**config.mk**
```make
export PLATFORM = sky130hd
export DESIGN_NAME = uart_line_arbiter_flat
export DESIGN_NICKNAME = d
export VERILOG_FILES = /design/src/rtl/uart_line_arbiter_if.sv /design/src/rtl/uart_line_arbiter.sv /design/src/flat_wrapper.sv
export SDC_FILE = /design/constraint.sdc
export NUM_CORES = 1
export LEC_CHECK = 0
export CAP_MARGIN = 20
export CORE_UTILIZATION = 33
export CTS_CLUSTER_DIAMETER = 40
export DETAILED_ROUTE_END_ITERATION = 16
export PLACE_DENSITY = 0.53
export REMOVE_ABC_BUFFERS = 1
export SLEW_MARGIN = 10
export SYNTH_ARGS = -nofsm -noshare
export SYNTH_HDL_FRONTEND = slang
export SYNTH_SLANG_ARGS = --single-unit
```
**constraint.sdc**
```tcl
create_clock -name clock -period 3.9 [get_ports clock]
set_clock_uncertainty 0.05 [all_clocks]
set_input_delay 0.39 -clock clock [delete_from_list [all_inputs] [get_ports clock]]
set_output_delay 0.39 -clock clock [all_outputs]
set_load 0.05 [all_outputs]
```
**src/rtl/uart_line_arbiter_if.sv**
```systemverilog
// Handshake bundle between NUM_REQ line producers and the shared console output.
interface uart_line_arbiter_if #(parameter int NUM_REQ = 4);
    localparam int ID_W = $clog2(NUM_REQ);

    logic [NUM_REQ-1:0]   in_valid;
    logic [8*NUM_REQ-1:0] in_ch;
    logic [NUM_REQ-1:0]   in_ready;
    logic                 out_valid;
    logic [7:0]           out_ch;
    logic                 out_ready;
    logic [ID_W-1:0]      out_id;

    modport master (
        output in_valid, in_ch, out_ready,
        input  in_ready, out_valid, out_ch, out_id
    );
    modport slave (
        input  in_valid, in_ch, out_ready,
        output in_ready, out_valid, out_ch, out_id
    );
endinterface

```
**src/rtl/uart_line_arbiter.sv**
```systemverilog
// Round-robin, line-granular console arbiter: each grant drains one whole line from one requester.
// Define UART_ARB_PREFIX_EN to precede every granted line with "[<id>] ".

module uart_line_fifo #(parameter int LINE_DEPTH = 16) (
    input  logic       clock,
    input  logic       reset_n,
    input  logic       push,
    input  logic [7:0] push_ch,
    input  logic       pop,
    output logic [7:0] head,
    output logic       full,
    output logic       line_ready
);
    localparam int AW = $clog2(LINE_DEPTH);

    logic [7:0]  mem [LINE_DEPTH];
    logic [AW:0] wr_ptr, rd_ptr, nl;
    logic        nl_inc, nl_dec;

    assign head       = mem[rd_ptr[AW-1:0]];
    assign full       = (wr_ptr - rd_ptr) == (AW+1)'(LINE_DEPTH);
    assign nl_inc     = push && push_ch == 8'h0A;
    assign nl_dec     = pop && head == 8'h0A;
    // A full buffer without a newline is still drained so the writer cannot stall forever.
    assign line_ready = nl != '0 || full;

    always_ff @(posedge clock) begin
        if (push) mem[wr_ptr[AW-1:0]] <= push_ch;
    end

    always_ff @(posedge clock) begin
        if (!reset_n) begin
            wr_ptr <= '0;
            rd_ptr <= '0;
            nl     <= '0;
        end else begin
            if (push) wr_ptr <= wr_ptr + 1'b1;
            if (pop)  rd_ptr <= rd_ptr + 1'b1;
            if (nl_inc && !nl_dec)      nl <= nl + 1'b1;
            else if (!nl_inc && nl_dec) nl <= nl - 1'b1;
        end
    end
endmodule

module uart_line_arbiter #(
    parameter int NUM_REQ    = 4,
    parameter int LINE_DEPTH = 16
) (
    input  logic               clock,
    input  logic               reset_n,
    uart_line_arbiter_if.slave bus
);
    localparam int ID_W  = $clog2(NUM_REQ);
    localparam int CNT_W = $clog2(LINE_DEPTH) + 1;

`ifdef UART_ARB_PREFIX_EN
    typedef enum logic [1:0] {IDLE, PREFIX, DRAIN} state_t;
    logic [1:0] pcnt, pcnt_n;
`else
    typedef enum logic [0:0] {IDLE, DRAIN} state_t;
`endif

    state_t                  state, state_n;
    logic [ID_W-1:0]         grant, grant_n, last, last_n, pick, rr_idx;
    logic [CNT_W-1:0]        cnt, cnt_n;
    logic                    found, out_valid;
    logic [7:0]              out_ch;
    logic [NUM_REQ-1:0]      push, pop, full, line_ready;
    logic [NUM_REQ-1:0][7:0] head;
    int                      rr_j;

    for (genvar i = 0; i < NUM_REQ; i++) begin : g_lane
        assign push[i] = bus.in_valid[i] && !full[i] && reset_n;
        uart_line_fifo #(.LINE_DEPTH(LINE_DEPTH)) u_fifo (
            .clock      (clock),
            .reset_n    (reset_n),
            .push       (push[i]),
            .push_ch    (bus.in_ch[8*i +: 8]),
            .pop        (pop[i]),
            .head       (head[i]),
            .full       (full[i]),
            .line_ready (line_ready[i])
        );
    end

    assign bus.in_ready  = ~full & {NUM_REQ{reset_n}};
    assign bus.out_valid = out_valid;
    assign bus.out_ch    = out_ch;
    assign bus.out_id    = grant;

    // First line-ready requester after the last one served.
    always_comb begin
        pick   = last;
        found  = 1'b0;
        rr_j   = 0;
        rr_idx = '0;
        for (int k = 1; k <= NUM_REQ; k++) begin
            rr_j = int'(last) + k;
            if (rr_j >= NUM_REQ) rr_j = rr_j - NUM_REQ;
            rr_idx = ID_W'(rr_j);
            if (!found && line_ready[rr_idx]) begin
                found = 1'b1;
                pick  = rr_idx;
            end
        end
    end

    always_comb begin
        state_n   = state;
        grant_n   = grant;
        last_n    = last;
        cnt_n     = cnt;
        pop       = '0;
        out_valid = 1'b0;
        out_ch    = 8'h00;
`ifdef UART_ARB_PREFIX_EN
        pcnt_n    = pcnt;
`endif
        case (state)
            IDLE: if (found) begin
                grant_n = pick;
                last_n  = pick;
                cnt_n   = '0;
`ifdef UART_ARB_PREFIX_EN
                pcnt_n  = '0;
                state_n = PREFIX;
`else
                state_n = DRAIN;
`endif
            end
`ifdef UART_ARB_PREFIX_EN
            PREFIX: begin
                out_valid = 1'b1;
                case (pcnt)
                    2'd0:    out_ch = 8'h5B;
                    2'd1:    out_ch = 8'h30 + 8'(grant);
                    2'd2:    out_ch = 8'h5D;
                    default: out_ch = 8'h20;
                endcase
                if (bus.out_ready) begin
                    pcnt_n = pcnt + 1'b1;
                    if (pcnt == 2'd3) state_n = DRAIN;
                end
            end
`endif
            DRAIN: begin
                out_valid = 1'b1;
                out_ch    = head[grant];
                if (bus.out_ready) begin
                    pop[grant] = 1'b1;
                    cnt_n      = cnt + 1'b1;
                    if (head[grant] == 8'h0A || cnt_n == CNT_W'(LINE_DEPTH)) state_n = IDLE;
                end
            end
            default: state_n = IDLE;
        endcase
    end

    always_ff @(posedge clock) begin
        if (!reset_n) begin
            state <= IDLE;
            grant <= '0;
            last  <= ID_W'(NUM_REQ - 1);
            cnt   <= '0;
`ifdef UART_ARB_PREFIX_EN
            pcnt  <= '0;
`endif
        end else begin
            state <= state_n;
            grant <= grant_n;
            last  <= last_n;
            cnt   <= cnt_n;
`ifdef UART_ARB_PREFIX_EN
            pcnt  <= pcnt_n;
`endif
        end
    end
endmodule

```
**src/flat_wrapper.sv**
```systemverilog
// flat-port wrapper written by rule: the top's interface ports become plain ports
module uart_line_arbiter_flat 
#(
    parameter int NUM_REQ    = 4,
    parameter int LINE_DEPTH = 16
)
  (clock, reset_n, bus_in_valid, bus_in_ch, bus_out_ready, bus_in_ready, bus_out_valid, bus_out_ch, bus_out_id);
  uart_line_arbiter_if #(.NUM_REQ(NUM_REQ)) bus_i ();
  input  logic clock;
  input  logic reset_n;
  input wire logic [$bits(bus_i.in_valid)-1:0] bus_in_valid;
  input wire logic [$bits(bus_i.in_ch)-1:0] bus_in_ch;
  input wire logic [$bits(bus_i.out_ready)-1:0] bus_out_ready;
  output wire logic [$bits(bus_i.in_ready)-1:0] bus_in_ready;
  output wire logic [$bits(bus_i.out_valid)-1:0] bus_out_valid;
  output wire logic [$bits(bus_i.out_ch)-1:0] bus_out_ch;
  output wire logic [$bits(bus_i.out_id)-1:0] bus_out_id;
  assign bus_i.in_valid = bus_in_valid;
  assign bus_i.in_ch = bus_in_ch;
  assign bus_i.out_ready = bus_out_ready;
  assign bus_in_ready = bus_i.in_ready;
  assign bus_out_valid = bus_i.out_valid;
  assign bus_out_ch = bus_i.out_ch;
  assign bus_out_id = bus_i.out_id;
  uart_line_arbiter #(.NUM_REQ(NUM_REQ), .LINE_DEPTH(LINE_DEPTH)) u_core (.clock(clock), .reset_n(reset_n), .bus(bus_i));
endmodule
```
==> flow_summary.toml, run 1 <==
[cells_and_area]
area_growth_pct = 24.7
drive_gt1_share_pct = 27.1
utilization_pct = 41.9
antenna_cells = 0
nets = 1815
final_area_um2 = 30800

[placed_design]
io_buffers = 53
place_congestion = 0.791
placed_area_um2 = 27400
dpl.hpwl_um = 39300

[detailed_routing]
routed_via_density = 5.01
first_pass_iters = 5
detail_route.wirelength_um = 57600
via_count = 13800
antenna_left = 0
drt-initial-drc-count = 887
drcViolationCount = 0
wire_per_inst_um = 20.9

[global_routing]
grt_pass1_vias = 14200
globalRouteOverflowTotal = 0
grt_pass1_wl_um = 87400
antenna_found_initial = 4
grt_max_degree = 37
grt_usage_pct = 15.4

[yosys]
avgSynthCellArea_um2 = 16.8
yosys-top-cells-area = "edfxtp_1 (62%), mux4_2 (10%), dfxtp_1 (7.0%)"
postSynthCellCount = 1467
synth_top_area_share_pct = 62.3
synth.most_common_cell = "edfxtp_1"
yosys_warnings = 0
async_flop_share_pct = 0
seq_area_frac_synth_pct = 69.3
synth_commonest_cells = "edfxtp_1 (512), nor2_1 (152), mux4_2 (113), dfxtp_1 (86), nand2_1 (63)"
yosys.area.top_type = "edfxtp_1"
syn_area_um2 = 24700
synth_flop_cell = "edfxtp_1"
synth-edff-count = 512
synth_cell_types = 59
ys_seq_elements = 598

[worst_setup_path]
worst_ep_arrival_time_ps = 4180
reg2reg_slack_ps = 220
worstSetupPathType = "flop to flop"
worst-path-buf-inv = 2
cp_top_family = "multiplexers"
endpoint_kind = "flop"
worstPathRequired_ps = 4390
cp_slowest_cell = "mux4_2"
crit_fanout = 21
critical_path.max_stage_delay_ps = 520
start_kind = "flop"
crit_chain = "buf_12 > mux4_2 > mux2_2 > a21oi_1 > nand3_1 > or3_1 > ha_1 > inv_2 > ha_1 > a21o_1 > a21oi_2 > xnor2_1 > or3_1 > a21oi_1"

[power_and_ir_drop]
p_leak_nw = 10.4
ir_drop_mv = 0.270
power_density_nw_per_um2 = 511

[timing]
worst_pin_slew_ps = 1050
hold_viol = 0
rsz0062_at_grt = "false"
setup-violations-final = 0
relSlewSlack_pct = 30.0
timing.fmax_mhz = 271
post-route-period-util_pct = 94.5
maxSlewViolCount = 0
fin_crit_ps = 3680

[cts]
h-tree-depth = 3
cts-buffers-inserted = 91
cts_num_sinks = 598
postCtsHoldBufs = 0
clk_pin_slew_ps = 50
clk_latency_ps = 620
cts-root-buf = "clkbuf_16"
cts_tree = "built"
clock_path_buffers = 3

[floorplanning]
die_y_um = 275
die_area_um2 = 75800
core-area_um2 = 73500
dieWidth_um = 275
io_pins = 54
initial_core_util_pct = 33.6
num_rows = 99

[outcome]
status = "finished, final reports clean"

[hold_path]
min_from = "u_core.g_lane[0].u_fifo.nl[4]"
min_path_type = "flop to flop"

[run]
cap_violations = 0
stage by stage:
stage	setup WS [ps]	power, mW	hold WS [ps]	setup TNS, ps	instances
after global routing	7.94	16.2	466	0	2754
after detailed placement	-15.6	7.60	430	-15.6	2574
after CTS	4.42	15.9	439	0	2745
after global placement	-29.8	7.59	429	-29.8	2573
after floorplan	-605	7.31	409	-3870	1400
final	216	15.7	433	0	2754
final timing paths:
kind                                        end  depth (start not counted)
setup / recovery  u_core.g_lane[1].u_fifo.nl[4]                         14
hold / removal    u_core.g_lane[0].u_fifo.nl[4]                          2
setup reg to reg  u_core.g_lane[1].u_fifo.nl[4]                         14
hold reg to reg   u_core.g_lane[0].u_fifo.nl[4]                          2
area by class of cell:
type	count	area, um^2
fill	6567	42700
sequential	598	17100
multi-input combinational	768	7230
clock buffer	103	2420
timing repair buffer	224	1930
tap	959	1200
clock inverter	68	738
inverter	34	128
state kept, by name (all words and copies together) (netlist names), named ones only:
register and count:
u_core.g_lane.u_fifo.mem 512, u_core.g_lane.u_fifo.nl 20, u_core.g_lane.u_fifo.rd_ptr 20, u_core.g_lane.u_fifo.wr_ptr 20
u_core.cnt 5, u_core.bus.out_id 2, u_core.last 2, u_core.state 1
logic make-up (layout without fill, tap and decap cells):
kind of cell | count (synthesis) | in the layout | share of synthesized area [%]
multiplexers | 141 | 141 | 12.5
XOR/XNOR | 58 | 58 | 2.06
AO/OA/AOI/OAI | 157 | 157 | 4.55
AND/OR/NAND/NOR | 353 | 353 | 6.71
flip-flops | 598 | 598 | 69.3
adder cells (fa/ha/maj) | 59 | 59 | 3.12
buffers and inverters | 101 | 429 | 1.78
what timing repair did:
item | in CTS | in global routing
pin swaps | 0 | 7
cloned | 0 | 0
gates resized for setup | 2 | 29
setup endpoints to repair | 2 | 8
setup buffers | 0 | 8
report_power, final:
group / switching (mW) / internal (mW)
Combinational: 0.283 / 0.179
Clock: 3.06 / 5.20
Sequential: 0.0236 / 6.99
Total: 3.37 / 12.4
tightest hold or removal path, stage by stage (launching register included):
cell and delay [ps]:
dfxtp_1 310, o21ai_0 70, a21oi_1 60
metal layers:
layer	track usage (%)	vias up	routed length, um
met5	0	-	13
met4	5.12	2	1320
met3	2.60	95	2880
met2	24.5	352	27000
met1	21.3	7025	26400
li1	-	6331	-
cells in the final DEF, fill, tap and decap left out, types with 33 or more instances in the layout:
master,netlist,final
mux4_2,113,113
nor2_1,152,149
nand2_1,63,61
clkdlybuf4s50_1,0,45
xnor2_1,33,33
dfxtp_1,86,79
clkbuf_16,0,95
a21oi_1,36,35
edfxtp_1,512,512
ha_1,55,54
buf_4,2,167
(Power assumes the default switching activity.)
==> inputs of run 2 (changes only) <==
Settings changed: CTS_CLUSTER_DIAMETER 40 to 50.
==> flow_summary.toml, run 2 (synthesis results as in run 1) <==
[global_routing]
globalRouteOverflowTotal = 0
grt_usage_pct = 15.4
grt_pass1_vias = 14200
grt_max_degree = 37
grt_pass1_wl_um = 87400
antenna_found_initial = 1

[placed_design]
place_congestion = 0.791
placed_area_um2 = 27400
dpl.hpwl_um = 39300
io_buffers = 53
dp_slack_ps = -15.6

[cells_and_area]
fillCellCount = 6605
multi_input_area_um2 = 7230
final_area_um2 = 30000
layout_common_cells = "edfxtp_1 (512), buf_4 (168), nor2_1 (149), mux4_2 (113), dfxtp_1 (80)"
area_growth_pct = 21.8
largest_reg_flops = 512
nets = 1800
drive_gt1_share_pct = 25.6
regArea_um2 = 17100
final_common_cell = "edfxtp_1"
antenna_cells = 0

[detailed_routing]
antenna_left = 0
routed_via_density = 4.99
wire_per_inst_um = 21.1
first_pass_iters = 5
drcViolationCount = 0
detail_route.wirelength_um = 57400
drt-initial-drc-count = 801
via_count = 13600

[timing]
timing.fmax_mhz = 271
setup_ws_ps = 214
tns_ps = 0
whs_ps = 435
fin_crit_ps = 3690
worst_pin_slew_ps = 1060
relSlewSlack_pct = 28.9
setup-violations-final = 0
maxSlewViolCount = 0
post-route-period-util_pct = 94.5
hold_viol = 0

[worst_setup_path]
crit_fanout = 13
crit_top_cell = "a21oi_1"
critical_path.max_stage_delay_ps = 540
crit_chain = "buf_12 > buf_4 > mux4_2 > a221oi_2 > nor4b_2 > nand4_1 > ha_2 > inv_1 > ha_1 > a21o_1 > a21oi_1 > xnor2_1 > or3_1 > a21oi_1"
worstSetupPathType = "flop to flop"
start_kind = "flop"
worstPathRequired_ps = 4390
endpoint_kind = "flop"
worst_ep_arrival_time_ps = 4180
cp_slowest_cell = "mux4_2"

[cts]
postCtsHoldBufs = 0
cts_tree = "built"
cts_num_sinks = 598
h-tree-depth = 3
cts-root-buf = "clkbuf_16"
clk_pin_slew_ps = 60
clk_latency_ps = 600
cts-buffers-inserted = 75
clock_path_buffers = 3

[power_and_ir_drop]
total_power_mw = 14.2
ir_drop_mv = 0.232
power_density_nw_per_um2 = 474
p_leak_nw = 10.1

[floorplanning]
die_y_um = 275
die_area_um2 = 75800
initial_core_util_pct = 33.6
core-area_um2 = 73500
num_rows = 99
dieWidth_um = 275
io_pins = 54

[outcome]
status = "finished, final reports clean"

[hold_path]
min_from = "u_core.g_lane[0].u_fifo.nl[4]"
min_path_type = "flop to flop"

[run]
cap_violations = 0
-- run 2: changes by cell type in the layout (fill, tap and decap cells not counted), moves of 3 or more --
cell and delta:
clkbuf_8 +3, clkinvlp_4 -9, bufinv_16 -5, clkinv_1 -4
clkbuf_16 -18, clkinv_4 -4
-- run 2: where the power goes --
part	leakage, nW	switching, mW	internal (mW)
Clock	1.19	2.70	4.05
Sequential	5.31	0.0234	6.98
Combinational	3.58	0.283	0.180
-- run 2: routing by layer --
| metal | global-route usage (%) | vias up | part of all wire (%) | routed length, um |
|---|---|---|---|---|
| met1 | 21.4 | 6958 | 46 | 26600 |
| met5 | 0 | - | 0 | 0 |
| li1 | - | 6260 | - | - |
| met4 | 4.43 | 0 | 1.7 | 994 |
| met3 | 2.50 | 68 | 4.3 | 2480 |
| met2 | 24.8 | 269 | 48 | 27300 |
-- run 2: timing repair --
action / 4_1_cts / 5_1_grt
endpoints found under the setup margin: 1 / 8
pin swaps: 0 / 7
resized for setup: 1 / 29
buffers inserted: 0 / 9
cloned: 0 / 0
-- run 2: path summary, 6_finish.rpt --
| kind | endpoint | slack, ps | cells past startpoint |
|---|---|---|---|
| max reg2reg | u_core.g_lane[3].u_fifo.nl[4] | 210 | 14 |
| min | u_core.g_lane[0].u_fifo.nl[4] | 430 | 2 |
| min reg2reg | u_core.g_lane[0].u_fifo.nl[4] | 430 | 2 |
| max | u_core.g_lane[3].u_fifo.nl[4] | 210 | 14 |
-- run 2: stage by stage --
stage / instances / utilization, %
detailed placement: 2574 / 37.3
floorplan: 1400 / -
finish: 2716 / 40.9
global placement: 2573 / 37.3
global route: 2716 / 40.9
CTS: 2706 / 40.6
-- run 2: cell type report --
cell class              count  share of cell area (%)
repair buffers            225                    6.46
clock buffers              90                    6.71
clock inverters            42                    1.39
flip-flops and latches    598                    56.9
multi-input cells         768                    24.1
well taps                 959                    3.99
inverters                  34                   0.425
-- run 2: critical path: cells and delay by family (launching register included) --
| family | cells | cell delay [ps] |
|---|---|---|
| xor+xnor | 1 | 90 |
| compound gates | 4 | 810 |
| flops | 1 | 380 |
| mux | 1 | 540 |
| simple gates | 3 | 740 |
| buf+inv | 3 | 480 |
| fa+ha+maj | 2 | 520 |
